File: config.mk
export PLATFORM = sky130hd
export DESIGN_NAME = fifo_uart_tx_flat
export DESIGN_NICKNAME = d
export VERILOG_FILES = /design/src/rtl/fifo_uart_tx_if.sv /design/src/rtl/fifo_uart_tx.sv /design/src/flat_wrapper.sv
export SDC_FILE = /design/constraint.sdc
export NUM_CORES = 1
export LEC_CHECK = 0
export CAP_MARGIN = 20
export CORE_MARGIN = 10
export CORE_UTILIZATION = 57
export CTS_CLUSTER_DIAMETER = 150
export DETAILED_ROUTE_END_ITERATION = 8
export GPL_TIMING_DRIVEN = 0
export PLACE_DENSITY = 0.93
export SLEW_MARGIN = 40
export SYNTH_ARGS = -nofsm -noshare
export SYNTH_HDL_FRONTEND = slang
export SYNTH_SLANG_ARGS = --single-unit
File: constraint.sdc
create_clock -name clk -period 3.29 [get_ports clk]
set_input_delay 0.658 -clock clk [delete_from_list [all_inputs] [get_ports clk]]
set_output_delay 0.658 -clock clk [all_outputs]
set_load 0.05 [all_outputs]
File: src/rtl/fifo_uart_tx_if.sv
// fifo_uart_tx_if: show-ahead FIFO pop port.
// master = FIFO side, slave = consumer side.
interface fifo_uart_tx_if #(
   parameter int bW = 8
);
   logic [bW-1:0] popData;
   logic          empty;
   logic          pop;

   modport master (
      output popData,
      output empty,
      input  pop
   );

   modport slave (
      input  popData,
      input  empty,
      output pop
   );
endinterface

File: src/rtl/fifo_uart_tx.sv
// fifo_uart_tx: drains a show-ahead FIFO onto a UART line.
// Define FIFO_UART_TX_PARITY_EN to add an even-parity bit.
module fifo_uart_tx #(
   parameter int bW           = 8,
   parameter int CLKS_PER_BIT = 16,
   parameter int STOP_BITS    = 1
) (
   input  logic          clk,
   input  logic          rst,
   fifo_uart_tx_if.slave fifo,
   input  logic          tx_en,
   output logic          tx,
   output logic          busy
);
   localparam int CW = $clog2(CLKS_PER_BIT);
   localparam int NW = (bW > 2) ? $clog2(bW) : 1;

   localparam logic [CW-1:0] BMAX = CW'(CLKS_PER_BIT - 1);
   localparam logic [NW-1:0] DMAX = NW'(bW - 1);
   localparam logic [NW-1:0] SMAX = NW'(STOP_BITS - 1);

   typedef enum logic [2:0] {
      IDLE,
      START,
      DATA,
`ifdef FIFO_UART_TX_PARITY_EN
      PARITY,
`endif
      STOP
   } state_t;

   state_t        state, nstate;
   logic [CW-1:0] bcnt, nbcnt;
   logic [NW-1:0] bitcnt, nbit;
   logic [bW-1:0] sh, nsh;
   logic          ntx;
   logic          wrap;
   logic          last;

   assign wrap = (bcnt == BMAX);
   assign last = (state == STOP) && wrap && (bitcnt == SMAX);

   // Pop may overlap the final stop cycle so frames run back to back.
   assign fifo.pop = !rst && tx_en && !fifo.empty &&
                     ((state == IDLE) || last);

`ifdef FIFO_UART_TX_PARITY_EN
   logic par;

   always_ff @(posedge clk or posedge rst) begin
      if (rst) begin
         par <= 1'b0;
      end else if (fifo.pop) begin
         par <= ^fifo.popData;
      end
   end
`endif

   always_comb begin
      nstate = state;
      nbcnt  = bcnt;
      nbit   = bitcnt;
      nsh    = sh;
      if (state != IDLE) begin
         nbcnt = wrap ? '0 : bcnt + 1'b1;
      end
      unique case (state)
         IDLE: begin
            if (fifo.pop) begin
               nstate = START;
               nsh    = fifo.popData;
               nbcnt  = '0;
               nbit   = '0;
            end
         end
         START: begin
            if (wrap) nstate = DATA;
         end
         DATA: begin
            if (wrap) begin
               nsh  = sh >> 1;
               nbit = bitcnt + 1'b1;
               if (bitcnt == DMAX) begin
                  nbit = '0;
`ifdef FIFO_UART_TX_PARITY_EN
                  nstate = PARITY;
`else
                  nstate = STOP;
`endif
               end
            end
         end
`ifdef FIFO_UART_TX_PARITY_EN
         PARITY: begin
            if (wrap) nstate = STOP;
         end
`endif
         STOP: begin
            if (wrap) begin
               nbit = bitcnt + 1'b1;
               if (bitcnt == SMAX) begin
                  nbit   = '0;
                  nstate = fifo.pop ? START : IDLE;
                  if (fifo.pop) nsh = fifo.popData;
               end
            end
         end
         default: nstate = IDLE;
      endcase

      ntx = 1'b1;
      case (nstate)
         START:   ntx = 1'b0;
         DATA:    ntx = nsh[0];
`ifdef FIFO_UART_TX_PARITY_EN
         PARITY:  ntx = par;
`endif
         default: ntx = 1'b1;
      endcase
   end

   always_ff @(posedge clk or posedge rst) begin
      if (rst) begin
         state  <= IDLE;
         bcnt   <= '0;
         bitcnt <= '0;
         sh     <= '0;
         tx     <= 1'b1;
         busy   <= 1'b0;
      end else begin
         state  <= nstate;
         bcnt   <= nbcnt;
         bitcnt <= nbit;
         sh     <= nsh;
         tx     <= ntx;
         busy   <= (nstate != IDLE);
      end
   end
endmodule

File: src/flat_wrapper.sv
// flat-port wrapper written by rule: the top's interface ports become plain ports
module fifo_uart_tx_flat 
#(
   parameter int bW           = 8,
   parameter int CLKS_PER_BIT = 16,
   parameter int STOP_BITS    = 1
)
  (clk, rst, tx_en, tx, busy, fifo_popData, fifo_empty, fifo_pop);
  fifo_uart_tx_if #(.bW(bW)) fifo_i ();
  input  logic clk;
  input  logic rst;
  input  logic tx_en;
  output logic tx;
  output logic busy;
  input wire logic [$bits(fifo_i.popData)-1:0] fifo_popData;
  input wire logic [$bits(fifo_i.empty)-1:0] fifo_empty;
  output wire logic [$bits(fifo_i.pop)-1:0] fifo_pop;
  assign fifo_i.popData = fifo_popData;
  assign fifo_i.empty = fifo_empty;
  assign fifo_pop = fifo_i.pop;
  fifo_uart_tx #(.bW(bW), .CLKS_PER_BIT(CLKS_PER_BIT), .STOP_BITS(STOP_BITS)) u_core (.clk(clk), .rst(rst), .fifo(fifo_i), .tx_en(tx_en), .tx(tx), .busy(busy));
endmodule
**Word-level counts from Yosys, hierarchy flattened**

Index checks and enable logic that the tools add are counted.

- Eq/ne operators: 11
- Reduce and logical (&&, ||, !) cells: 15
- $add $sub $neg: 2
- Muxes and demuxes: 24

Operators by type and width:

| kind | number |
|---|---|
| 3-bit 2-to-1 mux | 11 |
| 8-bit 2-to-1 mux | 4 |
| 8-bit one-hot mux with 3 select lines | 1 |
| 4-bit 2-to-1 mux | 4 |
| 3-bit one-hot mux with 4 select lines | 1 |
| 3-bit by 2-bit == test with 1-bit output (second input constant) | 3 |
| 3-bit one-hot mux with 3 select lines | 1 |
| 3-bit nonzero test | 3 |
| 4-bit AND reduction | 2 |
| 3-bit by 1-bit == test with 1-bit output (second input constant) | 2 |
| 3-bit zero test | 2 |
| 2-bit by 1-bit != test with 1-bit output (second input constant) | 3 |
| 1-bit logical AND | 5 |
| 4-bit by 1-bit adder with 4-bit output (second input constant) | 1 |
| 4-bit == test (second input constant) | 1 |
| 3-bit by 1-bit adder with 3-bit output (second input constant) | 1 |
| 3-bit == test (second input constant) | 1 |
| 1-bit zero test | 2 |
| 2-bit != test (second input constant) | 1 |
| 1-bit one-hot mux with 2 select lines | 1 |
| 1-bit logical OR | 1 |
| 1-bit 2-to-1 mux | 1 |

- Logic and storage cells: 59
- Register bits: 20
- Input bits: 12
- Output and inout bits: 3

**Longest topological paths before layout**

- Depth in word-level cells: 11
- Gate-level depth with buffers: 7
- Depth with buffers taken out: 7

**Worst setup path after synthesis**

OpenSTA, ideal clock, no wires.

- Kind: register -> output
- Start point: register u_core.bcnt[0]
- End point: output port fifo_pop
- Path slack: 726 ps
- Path buffers: 0
- Stages on the path, launching flop included: 5
- Arrival: 1906 ps
- Cell sequence: dfrtp_1 ha_1 nand3_1 or4_1 a21oi_2

- Word-level cells in the longest chain between the ends: 5

Ends and longest elaborated chain:

| what | RTL line | text |
|---|---|---|
| from (decl) | fifo_uart_tx.sv:33 | `logic [CW-1:0] bcnt, nbcnt;` |
| from (signal assigned) | fifo_uart_tx.sv:132 | `bcnt <= nbcnt;` |
| 4-bit == test | fifo_uart_tx.sv:40 | `assign wrap = (bcnt == BMAX);` |
| 1-bit logical AND (2 in series) | fifo_uart_tx.sv:41 | `assign last = (state == STOP) && wrap && (bitcnt == SMAX);` |
| 1-bit logical OR | fifo_uart_tx.sv:45 | `((state == IDLE) \|\| last);` |
| 1-bit logical AND | fifo_uart_tx.sv:44 | `assign fifo.pop = !rst && tx_en && !fifo.empty &&` |
| to (decl) | flat_wrapper.sv:17 | `output wire logic [$bits(fifo_i.pop)-1:0] fifo_pop;` |

Every way passes these cells.

**Worst setup path in the final report**

Same ends and word-level chain as after synthesis.

==> summary.md <==
| Metric | Value |
|---|---|
| Result of the run | completed |
| Number of non-filler instances in the completed layout | 159 |
| Data required time of the worst path | roughly 2.6 ns |
| Fraction of the cycle the final worst path needs | between 90% and 100% |
| Final Setup Violations | 0 |
| Sequential power share | 56.8% |
| Total Power | ~0.6 mW |
| Final routed DRC violation total | 0 |
| Number of inserted filler cells in the final layout | around 160 |
| Maximum fanout encountered on the critical timing path | 8 |
| Synthesized area | 1130 um2 |
| Number of sinks on the clock net | 20 |
| Via count | between 900 and 1,000 |
| Mean instance size in the synthesized netlist | around 9.9 um2 |
| Site row count | 16 |
| Number of optimization iterations in the first detailed-route pass | 4 |
| Transition time of the tightest slew-check pin | between 0.8 and 0.9 ns |
| Max-Cap Viols | 0 |
| Number of antenna violations at the first check in global routing | 0 |
| Cell breakdown of the critical path | ha_1 > nand3_1 > or4_1 > a21oi_4 > clkdlybuf4s15_2 |
| Synth Warn # | 0 |
| Setup bufs post-CTS | 0 |
| Final setup skew | 0.0149 ns |
| Library cell contributing the largest single delay on the critical path | sky130_fd_sc_hd__or4_1 |
| Multi-input gate area | ~550 um2 |
| Number of buffers inserted during clock tree synthesis | 3 |
| Switching Share | 30.6% |
| PortBufs | 14 |
| Cell type with the highest aggregate area in the netlist | sky130_fd_sc_hd__dfrtp_1 |
| Type of the tightest min-delay check | flip-flop to flip-flop |
| Routability Congestion | 0.889 |
| Dominant cell by count in the synthesized netlist | sky130_fd_sc_hd__dfrtp_1 |
| Max rail drop VDD | 0.000256 V |
| Worst-case clock buffer depth | 2 |
| Post-synth top area share | a little over two fifths |
| Setup TNS | 0 ns |
| Setup repair after global routing missed its margin | no |
| Number of synthesized register bits | 20 |
| Share of final-layout standard cells stronger than drive strength 1 | 12.9% |
| Power per standard cell area | approximately 440 nW/um2 |
| Post-route worst hold slack | around 0.51 ns |
| Routed via count divided by cell count | 5.77 |
| Via count of the first global-routing pass | roughly 900 |
| Setup crit end kind | output pin |
| Growth of design area from synthesis to finish | 18.5% |
| Arrival time reported for the critical path endpoint | ~2.5 ns |
| Number of synthesized flops with an enable pin | 0 |
| Die Y | about 64 um |
| Total net switching power | ~0.18 mW |
| Worst-case setup margin in the final layout | between 0.1 and 0.15 ns |
| Relative slew margins | about two fifths |
| Full die area | 4160 um2 |
| ANT nets after route | 0 |
| Utilization after layout | just under 70% |
| Average wire per standard cell | roughly 15 um |
| Sequential area share after synthesis | 44.5% |
| Die boundary width | ~64 um |
| Max Slew Vio Count | 0 |
| Top area cells in the synthesized netlist | sky130_fd_sc_hd__dfrtp_1 (42%), sky130_fd_sc_hd__a222oi_1 (5.3%), sky130_fd_sc_hd__ha_1 (4.4%) |
| CTS tree | yes |
| Dominant synthesized flop cell | sky130_fd_sc_hd__dfrtp_1 |
| Max H-tree Level | 1 |
| Power Internal | 0.409 mW |
| Post-synthesis cell count | approximately 110 |
| Number of unique standard cell types used by synthesis | 40 |
| Final-stage net count | around 150 |
| First-pass GRT wire length | between 4 and 5 mm |
| Largest net degree at the start of global routing | 21 |
| Most frequent cells after synthesis | sky130_fd_sc_hd__dfrtp_1 (19), sky130_fd_sc_hd__inv_1 (10), sky130_fd_sc_hd__a21oi_1 (9) |
| Clock latency reported for the late side of the worst-skew pair | about 0.31 ns |
| Post-Place Setup Slack | -0.217 ns |
| Core area | 1920 um2 |
| Worst Setup Start Kind | flip-flop |
| Setup Crit Path Kind | flip-flop to output pin |
| Post-route cell area | 1340 um2 |
| Total of cells resized after clock tree synthesis | 3 |
| Number of antenna diodes | 0 |
| Flip-flop and latch area | 502 um2 |
| Count of endpoints failing hold in the final timing report | 0 |
| Cells after DPL | 155 |
| Share of flip-flops with an asynchronous set or reset | between 90% and 100% |
| Upper clock frequency limit | 0.318 GHz |
| Hold_buf cts | 0 |
| 1st-iter DRT viols | 59 |
| Clock root buffer | sky130_fd_sc_hd__clkbuf_4 |
| Power share of the combinational group | around 23% |
| Total length of routed wires | ~2.4 mm |
| Detailed-placement wirelength estimate | about 1.9 mm |
| Total nets after synthesis | 130 |
| Remaining global-route overflow | 0 |
| Clock transition at the registers of the reported paths | 0.12 ns |
| Initial Utilization | between 50% and 60% |
| Period minus WS final | between 3 and 4 ns |
| LEAKAGE | roughly 0.6 nW |
| Delay of the slowest cell on the worst path | 0.59 ns |
| Post-place instance area | approximately 1300 um2 |
| Proportion of power drawn by the clock network | about a fifth |
| I/O pin count | 15 |
| Global routing usage summed across all routing layers | roughly an eighth |
## per-layer routing
| metal | GRT usage, % | wire (um) | share of wire (%) |
|---|---|---|---|
| met3 | 2.92 | 74 | 3.0 |
| met4 | 4.81 | 32 | 1.3 |
| met2 | 20.7 | 1240 | 51 |
| met1 | 14.3 | 1090 | 45 |
| met5 | 0 | 0 | 0 |
## placed cells by master (no fill, tap or decap), types with 4 or more instances in the layout
cell	synthesis	layout
sky130_fd_sc_hd__nor3_1	4	4
sky130_fd_sc_hd__inv_1	10	10
sky130_fd_sc_hd__nand2_1	5	5
sky130_fd_sc_hd__a222oi_1	6	6
sky130_fd_sc_hd__nor2_1	7	7
sky130_fd_sc_hd__o21ai_0	7	7
sky130_fd_sc_hd__clkdlybuf4s50_1	0	13
sky130_fd_sc_hd__a21oi_1	9	9
sky130_fd_sc_hd__ha_1	4	4
sky130_fd_sc_hd__dfrtp_1	19	19
## flip-flops by register name, indices dropped and copies added, names as in the netlist
signal	count
u_core.bcnt	4
u_core.bitcnt	3
u_core.busy	1
u_core.sh	8
u_core.state	3
u_core.tx	1
## cell type report
type                    instances  area share [%]
well taps                      27            2.53
flip-flops and latches         20            37.5
clock buffers                   4            1.96
repair buffers                 14            10.6
multi-input cells              79            40.8
plain buffers                   5            3.84
inverters                      10            2.81
## cell families after synthesis
family	after synthesis	synth area share [%]
flops	20	44.5
xor+xnor	1	0.776
buf+inv	15	7.87
other cells	1	0.332
simple gates	38	19.8
compound gates	35	22.3
fa+ha+maj	4	4.43
## power groups by stage
| stage | combinational [mW] | clock, mW | sequential [mW] |
|---|---|---|---|
| CTS | 0.133 | 0.127 | 0.335 |
| floorplan | 0.0929 | 0 | 0.333 |
| global placement | 0.126 | 0 | 0.336 |
| detailed placement | 0.133 | 0 | 0.339 |
| global route | 0.150 | 0.133 | 0.341 |
| finish | 0.133 | 0.121 | 0.335 |
## path summary, 6_finish.rpt
path | slack [ns] | to | from | depth (start not counted)
min in group asynchronous | 0.82 | u_core.sh[2]$_DFFE_PP0P_ | rst | 2
hold reg to reg | 0.51 | u_core.sh[6]$_DFFE_PP0P_ | u_core.sh[7]$_DFFE_PP0P_ | 2
max in group asynchronous | 2.00 | u_core.sh[0]$_DFF_PP0_ | rst | 2
hold / removal | 0.51 | u_core.sh[6]$_DFFE_PP0P_ | u_core.sh[7]$_DFFE_PP0P_ | 2
setup / recovery | 0.14 | fifo_pop | u_core.bcnt[0]$_DFF_PP0_ | 5
setup reg to reg | 1.07 | u_core.tx$_DFF_PP1_ | u_core.bcnt[0]$_DFF_PP0_ | 6
## critical path: cells and delay by family (launching register included)
kind                       cells  cell delay, ns
AOI/OAI and AO/OA              1            0.29
adders and majority gates      1            0.29
DFF                            1            0.43
and+or+nand+nor                2            0.77
buffers and inverters          1            0.42
(Power assumes the default switching activity.)
==> variant 1: new RTL, same flow settings <==
Put one more register stage on the output `tx`, with the module's reset. The value now appears one clock later. The other outputs are not delayed to match.
--- a/src/rtl/fifo_uart_tx.sv
+++ b/src/rtl/fifo_uart_tx.sv
@@ -28,6 +28,8 @@
 `endif
       STOP
    } state_t;
+
+   logic tx_s0;
 
    state_t        state, nstate;
    logic [CW-1:0] bcnt, nbcnt;
@@ -125,16 +127,24 @@
          bcnt   <= '0;
          bitcnt <= '0;
          sh     <= '0;
-         tx     <= 1'b1;
+         tx_s0  <= 1'b1;
          busy   <= 1'b0;
       end else begin
          state  <= nstate;
          bcnt   <= nbcnt;
          bitcnt <= nbit;
          sh     <= nsh;
-         tx     <= ntx;
+         tx_s0  <= ntx;
          busy   <= (nstate != IDLE);
       end
    end
+   always_ff @(posedge clk or posedge rst) begin
+      if (rst) begin
+         tx <= '0;
+      end else begin
+         tx <= tx_s0;
+      end
+   end
+
 endmodule
 
Behaviour: not the same (Yosys sat finds a counterexample within 4 cycles, from zero or initial values and one cycle with rst high).
==> variant 1 against the original RTL <==
Non-clock buffer count unchanged. Utilization up 0.75 points. Sequential power grew 3%. Synthesized area grew 4.5%. Routed wire length increased by 3.2%. Worst setup slack got worse by 0.056 ns. Die area up 3.1%. Critical path depth grew 1. First-iteration DRC count shrank 42%. Critical path type is now input port to primary output. Sequential cell count increased by 1. Global-route usage grew 0.24 points. Final area grew 3.2%. Total power increased by 2.5%.
==> variant 1: results (changes against the original RTL) <==
Final Cycle Share: 97.4% (+1.7 points)
average instance area after synthesis: 10.2 µm² (+2.7%)
met1 track utilization from global routing: 14.6% (+0.26 points)
switching pwr: 0.187 mW (+3.5%)
Routed met1 length: 1110 µm (+1.1%)
post-placement worst setup slack: -0.162 ns (+0.0543 ns)
Nets: 151 (+1.3%)
fraction of met3 tracks used by global routing: 3.90% (+0.98 points)
met2 usage: 20.2% (-0.45 points)
flip-flop and latch area: 527 µm² (+5.0%)
delay of the slowest critical-path stage: 0.53 ns (-0.06 ns)
fraction of final layout cells sized beyond drive strength 1: 12.7% (-0.19 points)
vias in the first global route: 946 (+7.4%)
gp weighted congestion: 0.830 (-6.6%)
max-slew headroom at the worst pin: 52.1% (+12 points)
setup skew after layout: 0.00309 ns (-0.0118 ns)
dominant cells by area after synthesis: sky130_fd_sc_hd__dfrtp_1, sky130_fd_sc_hd__a22o_1, sky130_fd_sc_hd__a21o_1
fraction of the mapped netlist area in compound gates: 24.9% (+2.6 points)
Layout area overhead: 17.0%
portion of total power attributed to combinational logic: 21.6% (-1.0 points)
layout multi-input combinational cell count: 85 (+7.6%)
fraction of standard cell area in multi-input logic: 42.2% (+1.5 points)
outcome: finished, final reports clean
Filler Cells Inserted: 167 (+7.1%)
Min-Delay Path Depth: 0 (-2)
Fin Hold WS: 0.399 ns (-0.113 ns)
clkbuf count: 3 (-1)
inverters: 5 (-5)
multiplexer share of the synthesized area: 0.848% (+0.85 points)
pin count of the biggest net entering global routing: 22 (+4.8%)
Clock Power Share: 21.1% (+0.5 points)
met3 layer wire length in the routed design: 165 µm (+120%)
slack of the worst reg-to-reg path: 1.40 ns (+0.33 ns)
flops & latches, synth: 21 (+5.0%)
cell family with most CP delay: buffers and inverters
startpoint of the most critical hold path: u_core.tx_s0$_DFF_PP1_
first-pass GRT wire length: 4240 µm (+4.8%)
path depth of the worst reg2reg path: 8 (+2)
synthesized netlist net count: 132 (+1.5%)
HPWL after DPL: 1920 µm (+1.0%)
## variant 1: cell count changes in the layout (fill, tap and decap cells not counted), sizes merged, moves of 3 or more
| cell | unedited run | this run |
|---|---|---|
| a222oi | 6 | 0 |
| a21o | 1 | 8 |
| a21oi | 11 | 7 |
| or2b | 3 | 0 |
| clkbuf | 6 | 3 |
| inv | 10 | 4 |
| nand2 | 5 | 11 |
| o21a | 1 | 4 |
| a22o | 1 | 7 |
## variant 1: what timing repair did
| action | in CTS | in global routing |
|---|---|---|
| gates resized for setup | 1 | 0 |
| buffers inserted | 0 | 0 |
| setup endpoints to repair | 1 | 0 |
## variant 1: metrics by stage
step,total power [mW],utilization [%],TNS (ns),cells
final,0.604,70.3,0,161
after CTS,0.604,70.3,0,161
after global routing,0.641,70.3,0,161
after global placement,0.468,69.0,-0.112,157
after floorplan,0.434,-,0,116
after detailed placement,0.480,69.0,-0.162,157
==> variant 2: new RTL, same flow settings <==
Without the edit above. Add a define of `FIFO_UART_TX_PARITY_EN`.
--- a/src/rtl/fifo_uart_tx.sv
+++ b/src/rtl/fifo_uart_tx.sv
@@ -1,5 +1,7 @@
 // fifo_uart_tx: drains a show-ahead FIFO onto a UART line.
 // Define FIFO_UART_TX_PARITY_EN to add an even-parity bit.
+`define FIFO_UART_TX_PARITY_EN
+
 module fifo_uart_tx #(
    parameter int bW           = 8,
    parameter int CLKS_PER_BIT = 16,
Behaviour: no difference found for any inputs over 10 cycles, from zero or initial values and one cycle with rst high; that may be too few to reach the edited logic, so the function may still have changed.
==> variant 2 against the original RTL <==
Critical path type is now input port to primary output. Final area up 15%. Synthesized area increased by 19%. Sequential cell count grew 1. Count of clock-buffer cells in the layout is the same. Largest cell class unchanged. Maximum frequency is 0.15% higher. Routed wire length up 22%. Worst setup slack better by 0.0048 ns.
Power is not compared: it rests on default switching activity, and its combinational part moved more than twofold at a synthesized area within 25%.
==> variant 2: results (changes against the original RTL) <==
met3 layer wire length in the routed design: 186 µm (+150%)
met2 usage: 22.9% (+2.2 points)
combinational-cell power consumption: 0.0388 mW
first-pass GRT wire length: 4980 µm (+23%)
number of clock buffers inserted by TritonCTS: 3 (unchanged)
Routed met1 length: 1170 µm (+7.0%)
slack of the worst reg-to-reg path: 1.19 ns (+0.12 ns)
cell family with most CP delay: buffers and inverters
met1 track utilization from global routing: 15.9% (+1.6 points)
Routed wire per std cell: 17.3 µm (+13%)
Netlist cell types: 53 (+33%)
Endpoint, Worst Hold: u_core.sh[4]$_DFFE_PP0P_
total power after layout: 0.427 mW
Min-Delay Path Depth: 1 (-1)
overall via count from detail_route: 1072 (+17%)
max-cap viol count: 0 (unchanged)
DR WL met2: 1530 µm (+23%)
dominant cells by area after synthesis: sky130_fd_sc_hd__dfrtp_1, sky130_fd_sc_hd__xnor2_1, sky130_fd_sc_hd__a221o_1
Nets: 161 (+8.1%)
# Post-CTS Setup Buffers: 0 (unchanged)
end of the worst register-to-register path: u_core.sh[3]$_DFFE_PP0P_
Total Routing Usage GR: 13.8% (+1.7 points)
gp weighted congestion: 0.806 (-9.3%)
launch point of the critical path: rst
vias in the first global route: 1088 (+23%)
path depth of the worst reg2reg path: 7 (+1)
delay of the slowest critical-path stage: 0.50 ns (-0.09 ns)
critical-path maximum fanout: 9 (+1)
fraction of final layout cells sized beyond drive strength 1: 17.4% (+4.5 points)
maximum level of the CTS H-tree: 1 (unchanged)
setup skew after layout: 0.00670 ns (-0.00818 ns)
Filler Cells Inserted: 164 (+5.1%)
outcome: finished, final reports clean
HPWL after DPL: 2300 µm (+21%)
synthesized netlist net count: 142 (+9.2%)
# resized after CTS: 1 (-2)
transition time of the tightest slew-check pin: 0.530 ns (-0.355 ns)
Iteration-0 DRC Markers: 44 (-25%)
Critical Path Slowest Stage Cell: sky130_fd_sc_hd__clkdlybuf4s15_1
startpoint of the most critical hold path: u_core.sh[4]$_DFFE_PP0P_
pin count of the biggest net entering global routing: 22 (+4.8%)
sequential-to-total area share from yosys stat: 39.4% (-5.1 points)
most numerous cell types in the synthesized netlist: sky130_fd_sc_hd__dfrtp_1, sky130_fd_sc_hd__nand2_1, sky130_fd_sc_hd__xnor2_1
fraction of met3 tracks used by global routing: 3.10% (+0.18 points)
variant 2: logic make-up after synthesis:
kind of cell / Yosys count / synth area share, %
and+or+nand+nor: 47 / 23.4
adders and majority gates: 4 / 3.74
AOI/OAI and AO/OA: 32 / 19.1
muxes: 4 / 3.65
xor gates and xnor gates: 8 / 5.24
DFF: 21 / 39.4
buffers and inverters: 10 / 5.52
variant 2: per-stage QoR:
stage	TNS, ns	instance area, µm²	setup WS [ns]	instances	hold WS [ns]
after detailed placement	-0.129	1510	-0.129	168	0.503
final	0	1540	0.147	172	0.534
after floorplan	0	1340	1.08	126	0.471
after CTS	0	1540	0.143	172	0.530
after global routing	0	1540	0.0214	172	0.553
after global placement	-0.0998	1510	-0.0998	168	0.489
variant 2: final cells by class:
type	instances	area, µm²	share of cell area (%)
clock buffer	4	26.3	1.71
buffer	6	58.8	3.82
timing repair buffer	14	140	9.11
tap	28	35.0	2.28
sequential	21	527	34.2
inverter	4	15.0	0.976
multi-input combinational	95	737	47.9
